==> config.mk <==
export PLATFORM = sky130hd
export DESIGN_NAME = recipe_sequencer
export DESIGN_NICKNAME = d
export VERILOG_FILES = /design/src/rtl/coffee_pkg.sv /design/src/rtl/tick_prescaler.sv /design/src/rtl/recipe_sequencer.sv
export SDC_FILE = /design/constraint.sdc
export NUM_CORES = 1
export LEC_CHECK = 0
export ABC_AREA = 1
export BUFFER_PORTS_ARGS = -buffer_cell sky130_fd_sc_hd__buf_2
export CAP_MARGIN = 20
export CORE_ASPECT_RATIO = 1.4
export CORE_UTILIZATION = 25
export CTS_CLUSTER_SIZE = 20
export DETAILED_ROUTE_END_ITERATION = 10
export PLACE_DENSITY = 0.38
export SLEW_MARGIN = 15
export SYNTH_ARGS = -nofsm -noshare
export SYNTH_HDL_FRONTEND = slang
export SYNTH_SLANG_ARGS = --single-unit
==> constraint.sdc <==
create_clock -name clk -period 5.95 [get_ports clk]
set_input_delay 0.595 -clock clk [delete_from_list [all_inputs] [get_ports clk]]
set_output_delay 0.595 -clock clk [all_outputs]
set_load 0.05 [all_outputs]
==> src/rtl/coffee_pkg.sv <==
// Shared types and reset-default recipe contents for the coffee recipe sequencer.
package coffee_pkg;

  typedef enum logic [1:0] {S_IDLE, S_LOAD, S_RUN, S_DONE} state_t;

  typedef enum logic [2:0] {
    C_NONE = 3'd0,
    C_T1   = 3'd1,
    C_T2   = 3'd2,
    C_T3   = 3'd3,
    C_T4   = 3'd4
  } coffee_t;

  // Factory recipe: duration in time units for type code t (1-based), ingredient i.
  function automatic logic [3:0] default_time(input int t, input int i);
    logic [3:0] r;
    r = 4'd0;
    case (t)
      int'(C_T1): case (i) 0: r = 4'd2; 1: r = 4'd3; 4: r = 4'd1; default: r = 4'd0; endcase
      int'(C_T2): case (i) 0: r = 4'd2; 1: r = 4'd2; 2: r = 4'd1; 4: r = 4'd1; default: r = 4'd0; endcase
      int'(C_T3): case (i) 0: r = 4'd2; 1: r = 4'd1; 2: r = 4'd2; 4: r = 4'd1; default: r = 4'd0; endcase
      int'(C_T4): case (i) 0: r = 4'd1; 1: r = 4'd1; 2: r = 4'd1; 3: r = 4'd2; 4: r = 4'd1; default: r = 4'd0; endcase
      default: r = 4'd0;
    endcase
    return r;
  endfunction

endpackage

==> src/rtl/tick_prescaler.sv <==
// Free-running divider that marks the last clock cycle of every time unit.
module tick_prescaler #(
  parameter int DIV = 50_000_000
) (
  input  logic clk,
  input  logic rst,
  input  logic clr,
  input  logic en,
  output logic tick
);

  localparam int CW = (DIV > 1) ? $clog2(DIV) : 1;
  localparam logic [CW-1:0] LAST = CW'(DIV - 1);

  logic [CW-1:0] cnt;

  always_ff @(posedge clk or posedge rst) begin
    if (rst) begin
      cnt <= '0;
    end else if (clr) begin
      cnt <= '0;
    end else if (en) begin
      cnt <= (cnt == LAST) ? '0 : cnt + 1'b1;
    end
  end

  assign tick = (cnt == LAST);

endmodule

==> src/rtl/recipe_sequencer.sv <==
// Steps through the selected recipe, opening each ingredient valve for its
// programmed number of time units; the recipe table is writable while idle.
module recipe_sequencer
  import coffee_pkg::*;
#(
  parameter int N_ING    = 5,
  parameter int N_TYPES  = 4,
  parameter int TYPE_W   = 3,
  parameter int T_W      = 4,
  parameter int TICK_DIV = 50_000_000
) (
  input  logic                       clk,
  input  logic                       rst,
  input  logic                       start,
  input  logic [TYPE_W-1:0]          c_type,
  input  logic                       abort,
  input  logic                       cfg_we,
  input  logic [TYPE_W-1:0]          cfg_type,
  input  logic [$clog2(N_ING)-1:0]   cfg_ing,
  input  logic [T_W-1:0]             cfg_time,
  output logic                       busy,
  output logic [N_ING-1:0]           valve,
  output logic [$clog2(N_ING)-1:0]   cur_ing,
  output logic [T_W-1:0]             remaining,
  output logic                       done,
  output logic                       err,
  output logic                       aborted
);

  localparam int IW   = $clog2(N_ING);
  localparam int TI_W = (N_TYPES > 1) ? $clog2(N_TYPES) : 1;
  localparam logic [IW-1:0]    LAST_ING = IW'(N_ING - 1);
  localparam logic [N_ING-1:0] ONE_HOT  = N_ING'(1);

  state_t            state;
  logic [TI_W-1:0]   type_q;
  logic [T_W-1:0]    tbl [N_TYPES][N_ING];
  logic [T_W-1:0]    entry;
  logic              type_ok;
  logic              cfg_ok;
  logic [TI_W-1:0]   cfg_tidx;
  logic              presc_clr;
  logic              presc_en;
  logic              tick;

  assign type_ok  = (c_type != '0) && (int'(c_type) <= N_TYPES);
  assign cfg_ok   = cfg_we && (state == S_IDLE) && (cfg_type != '0) &&
                    (int'(cfg_type) <= N_TYPES) && (int'(cfg_ing) < N_ING);
  assign cfg_tidx = TI_W'(cfg_type - TYPE_W'(1));
  assign entry    = tbl[type_q][cur_ing];

  // Table lives in flops so a reset can restore the factory recipes.
  always_ff @(posedge clk or posedge rst) begin
    if (rst) begin
      for (int t = 0; t < N_TYPES; t++) begin
        for (int i = 0; i < N_ING; i++) begin
          tbl[t][i] <= T_W'(default_time(t + 1, i));
        end
      end
    end else if (cfg_ok) begin
      tbl[cfg_tidx][cfg_ing] <= cfg_time;
    end
  end

  assign presc_clr = (state != S_RUN);
  assign presc_en  = (state == S_RUN);

  tick_prescaler #(
    .DIV (TICK_DIV)
  ) u_presc (
    .clk  (clk),
    .rst  (rst),
    .clr  (presc_clr),
    .en   (presc_en),
    .tick (tick)
  );

  always_ff @(posedge clk or posedge rst) begin
    if (rst) begin
      state     <= S_IDLE;
      type_q    <= '0;
      busy      <= 1'b0;
      valve     <= '0;
      cur_ing   <= '0;
      remaining <= '0;
      done      <= 1'b0;
      err       <= 1'b0;
      aborted   <= 1'b0;
    end else begin
      done    <= 1'b0;
      err     <= 1'b0;
      aborted <= 1'b0;
      if (abort && (state != S_IDLE)) begin
        state     <= S_IDLE;
        busy      <= 1'b0;
        valve     <= '0;
        cur_ing   <= '0;
        remaining <= '0;
        aborted   <= 1'b1;
      end else begin
        case (state)
          S_IDLE: begin
            if (start) begin
              if (type_ok) begin
                type_q  <= TI_W'(c_type - TYPE_W'(1));
                cur_ing <= '0;
                busy    <= 1'b1;
                state   <= S_LOAD;
              end else begin
                err <= 1'b1;
              end
            end
          end
          S_LOAD: begin
            if (entry == '0) begin
              if (cur_ing == LAST_ING) begin
                done  <= 1'b1;
                state <= S_DONE;
              end else begin
                cur_ing <= cur_ing + 1'b1;
              end
            end else begin
              remaining <= entry;
              valve     <= ONE_HOT << cur_ing;
              state     <= S_RUN;
            end
          end
          S_RUN: begin
            if (tick) begin
              remaining <= remaining - 1'b1;
              // Last unit of this ingredient: close valve on the same edge.
              if (remaining == T_W'(1)) begin
                valve <= '0;
                if (cur_ing == LAST_ING) begin
                  done  <= 1'b1;
                  state <= S_DONE;
                end else begin
                  cur_ing <= cur_ing + 1'b1;
                  state   <= S_LOAD;
                end
              end
            end
          end
          S_DONE: begin
            busy      <= 1'b0;
            cur_ing   <= '0;
            remaining <= '0;
            state     <= S_IDLE;
          end
          default: state <= S_IDLE;
        endcase
      end
    end
  end

endmodule

==> metrics <==
Power Density=423.4 mW/mm^2; final core occ=29.48%; dominant synthesized flop cell=dfrtp_1; die outline width=138.5 um; GR peak layer=met2; RSZ-0062 raised after global routing=no; layout cells sized above 1=12.66%; global-route wire length before repair=31480 um; CTS resizes=0; CTS sink cnt=126; crit-path max FO=25; RePlAce Congestion=0.8010; Syn Inst Count=828; # hold bufs at CTS=0; GR Util met3=2.865%; Critical path buffers and inverters=1; clock-pin slew on the worst setup and hold paths=60 ps; design area=0.007508 sq mm; Syn Nets=860; vias in the first global route=5650; pin count of the biggest net entering global routing=86; row count=69; endpoints failing setup=0; delay of the slowest critical-path stage=970 ps; Post-CTS Setup Inserts=0; CTS H-tree lvls=4; CP required=6250 ps; CP Capture Type=flip-flop; Synth async-reset ratio=100.0%; post-route minimum period=2799 ps; critical path's slowest cell=dfrtp_1; # placed instances=1156; skew final=12.99 ps; Nets=888; status=finished with violations; met2 usage=28.29%; Antenna diodes=0; Least-Margin Pin Slew=961.2 ps; Final Max Slew Viols=0; Max Freq=357.3 MHz; WS Path Type=flip-flop to flip-flop; failing checks=design-rule violations; Lkg Pwr=3.348 nW; Worst Path Arrival=3090 ps; Yosys cell types=40; Worst-Skew Late Latency=420 ps; Final Hold Fails=0; Post-synth EDFFs=0; final total power=3.179 mW; Core Box Area=0.02547 sq mm; non-filler cells, final=1188; Initial DRT Pass Iterations=8; mapped cell area=0.006520 sq mm; Max Cap Violations=0; Avg Inst Size Synth=7.874 sq um; GRT Util Overall=15.37%; Routed WL=19050 um; DP Wirelength=13240 um; routed via count=5397; drt wl/cell=16.04 um; initial antenna violation count=0; DR DRC count=6; IO buf count=33; cts bufs inserted=17; clk buf depth=2; commonest cells in the netlist=236 x nand2_1, 116 x o21ai_0, 109 x dfrtp_1, 77 x nor2_1, 73 x inv_1; delay-heaviest family, CP=simple AND/OR/NAND/NOR gates; crit share post-route=47.04%; worst-path cell chain=inv_2 -> nand3_1 -> nand3_1 -> nand3_1 -> nand2_1 -> nand2_1 -> nand2_1 -> nor2_4 -> nand3_4 -> nand2_2 -> o21ai_0; sequential-to-total area share from yosys stat=48.69%; min-delay worst type=input pin to async pin; largest cells by area after synthesis=dfrtp_1 42%, nand2_1 14%, o21ai_0 8.9%; ANT nets after route=0; count leader, synth=nand2_1; Yosys reg bits=126; Die H=193.1 um; I/O Pins=34; Worst IR Drop VDD=0.1891 mV; starting density of the core=25.60%; slew margin rel.=35.92%; TritonCTS clock tree=built; Initial DRC Count=341; Placed Area=0.006942 sq mm; met1 usage=18.04%; cell accounting for the most synthesized area=dfrtp_1; global route overflow=0; share of the synthesized area in the top cell type=41.83%; area of the die=0.02674 sq mm; fillers=2755; nature of the critical path startpoint=flip-flop; Synth Warn #=0; TNS Setup=0 ps; Root Buffer Master=clkbuf_16; area grow syn2layout=15.16%; Vias/cell=4.543
## sequential cells by signal (all words and copies together), names as in the netlist
name / cells
aborted: 1
busy: 1
cur_ing: 3
done: 1
err: 1
remaining: 4
state: 2
tbl: 80
type_q: 2
u_presc.cnt: 26
valve: 5
## stage by stage
| step | setup WS [ps] | hold WS [ps] |
|---|---|---|
| detailed placement | 3123 | 468.4 |
| global placement | 3115 | 460.0 |
| finish | 3151 | 324.3 |
| floorplan | 2027 | 432.9 |
| global route | 2828 | 388.2 |
| CTS | 3106 | 365.4 |
## worst register-to-register path: stages, from the launching register on
cell,delay (ps)
dfrtp_1,970
inv_2,370
nand3_1,190
nand3_1,120
nand3_1,150
nand2_1,100
nand2_1,70
nand2_1,110
nor2_4,200
nand3_4,110
nand2_2,180
o21ai_0,100
## where the power goes
| part | leakage [nW] | switching, mW | internal [mW] | total [mW] |
|---|---|---|---|---|
| Sequential | 1.67 | 0.140 | 0.986 | 1.13 |
| Clock | 0.271 | 0.393 | 0.622 | 1.01 |
| Combinational | 1.41 | 0.736 | 0.302 | 1.04 |
## final timing paths
path                       cells past startpoint  slack (ps)      startpoint              end
max                                           11        3150       type_q[1]         valve[1]
min reg2reg                                    1         460  u_presc.cnt[0]   u_presc.cnt[0]
min in group clk                               3         420           start              err
max in group asynchronous                      3        4560             rst  u_presc.cnt[16]
min                                            2         320             rst             busy
max reg2reg                                   11        3150       type_q[1]         valve[1]
## per-layer routing
metal | up-vias | part of all wire, % | wire [um]
met5 | - | 0 | 0
met4 | 0 | 1.2 | 221
met3 | 15 | 2.2 | 416
met2 | 61 | 52 | 9871
met1 | 2567 | 45 | 8544
li1 | 2754 | - | -
## cells by family (layout without fill, tap and decap cells)
group / count (synthesis) / after routing / share of synthesized area, %
simple gates: 417 / 417 / 28.19
compound gates: 157 / 157 / 12.30
flops: 126 / 126 / 48.69
buf+inv: 107 / 148 / 7.196
fa+ha+maj: 14 / 14 / 2.687
xor+xnor: 7 / 7 / 0.9403
## final cells by class
class / instances / area, sq um / share of cell area, %
well taps: 319 / 399.1 / 5.316
inverters: 81 / 311.5 / 4.149
flip-flops and latches: 126 / 3174 / 42.28
repair buffers: 35 / 180.2 / 2.400
clock buffers: 20 / 446.7 / 5.949
multi-input cells: 595 / 2877 / 38.31
clock inverters: 12 / 120.1 / 1.600
## cell usage in the layout, fill, tap and decap left out, drive strengths merged, types with 6 or more instances in the layout
| cell type | instances |
|---|---|
| a21oi | 16 |
| buf | 35 |
| clkbuf | 20 |
| clkinv | 7 |
| dfrtp | 109 |
| dfstp | 17 |
| ha | 14 |
| inv | 80 |
| nand2 | 243 |
| nand3 | 48 |
| nand4 | 16 |
| nor2 | 83 |
| nor3 | 16 |
| o21ai | 132 |
| xor2 | 6 |
(Power assumes the default switching activity.)
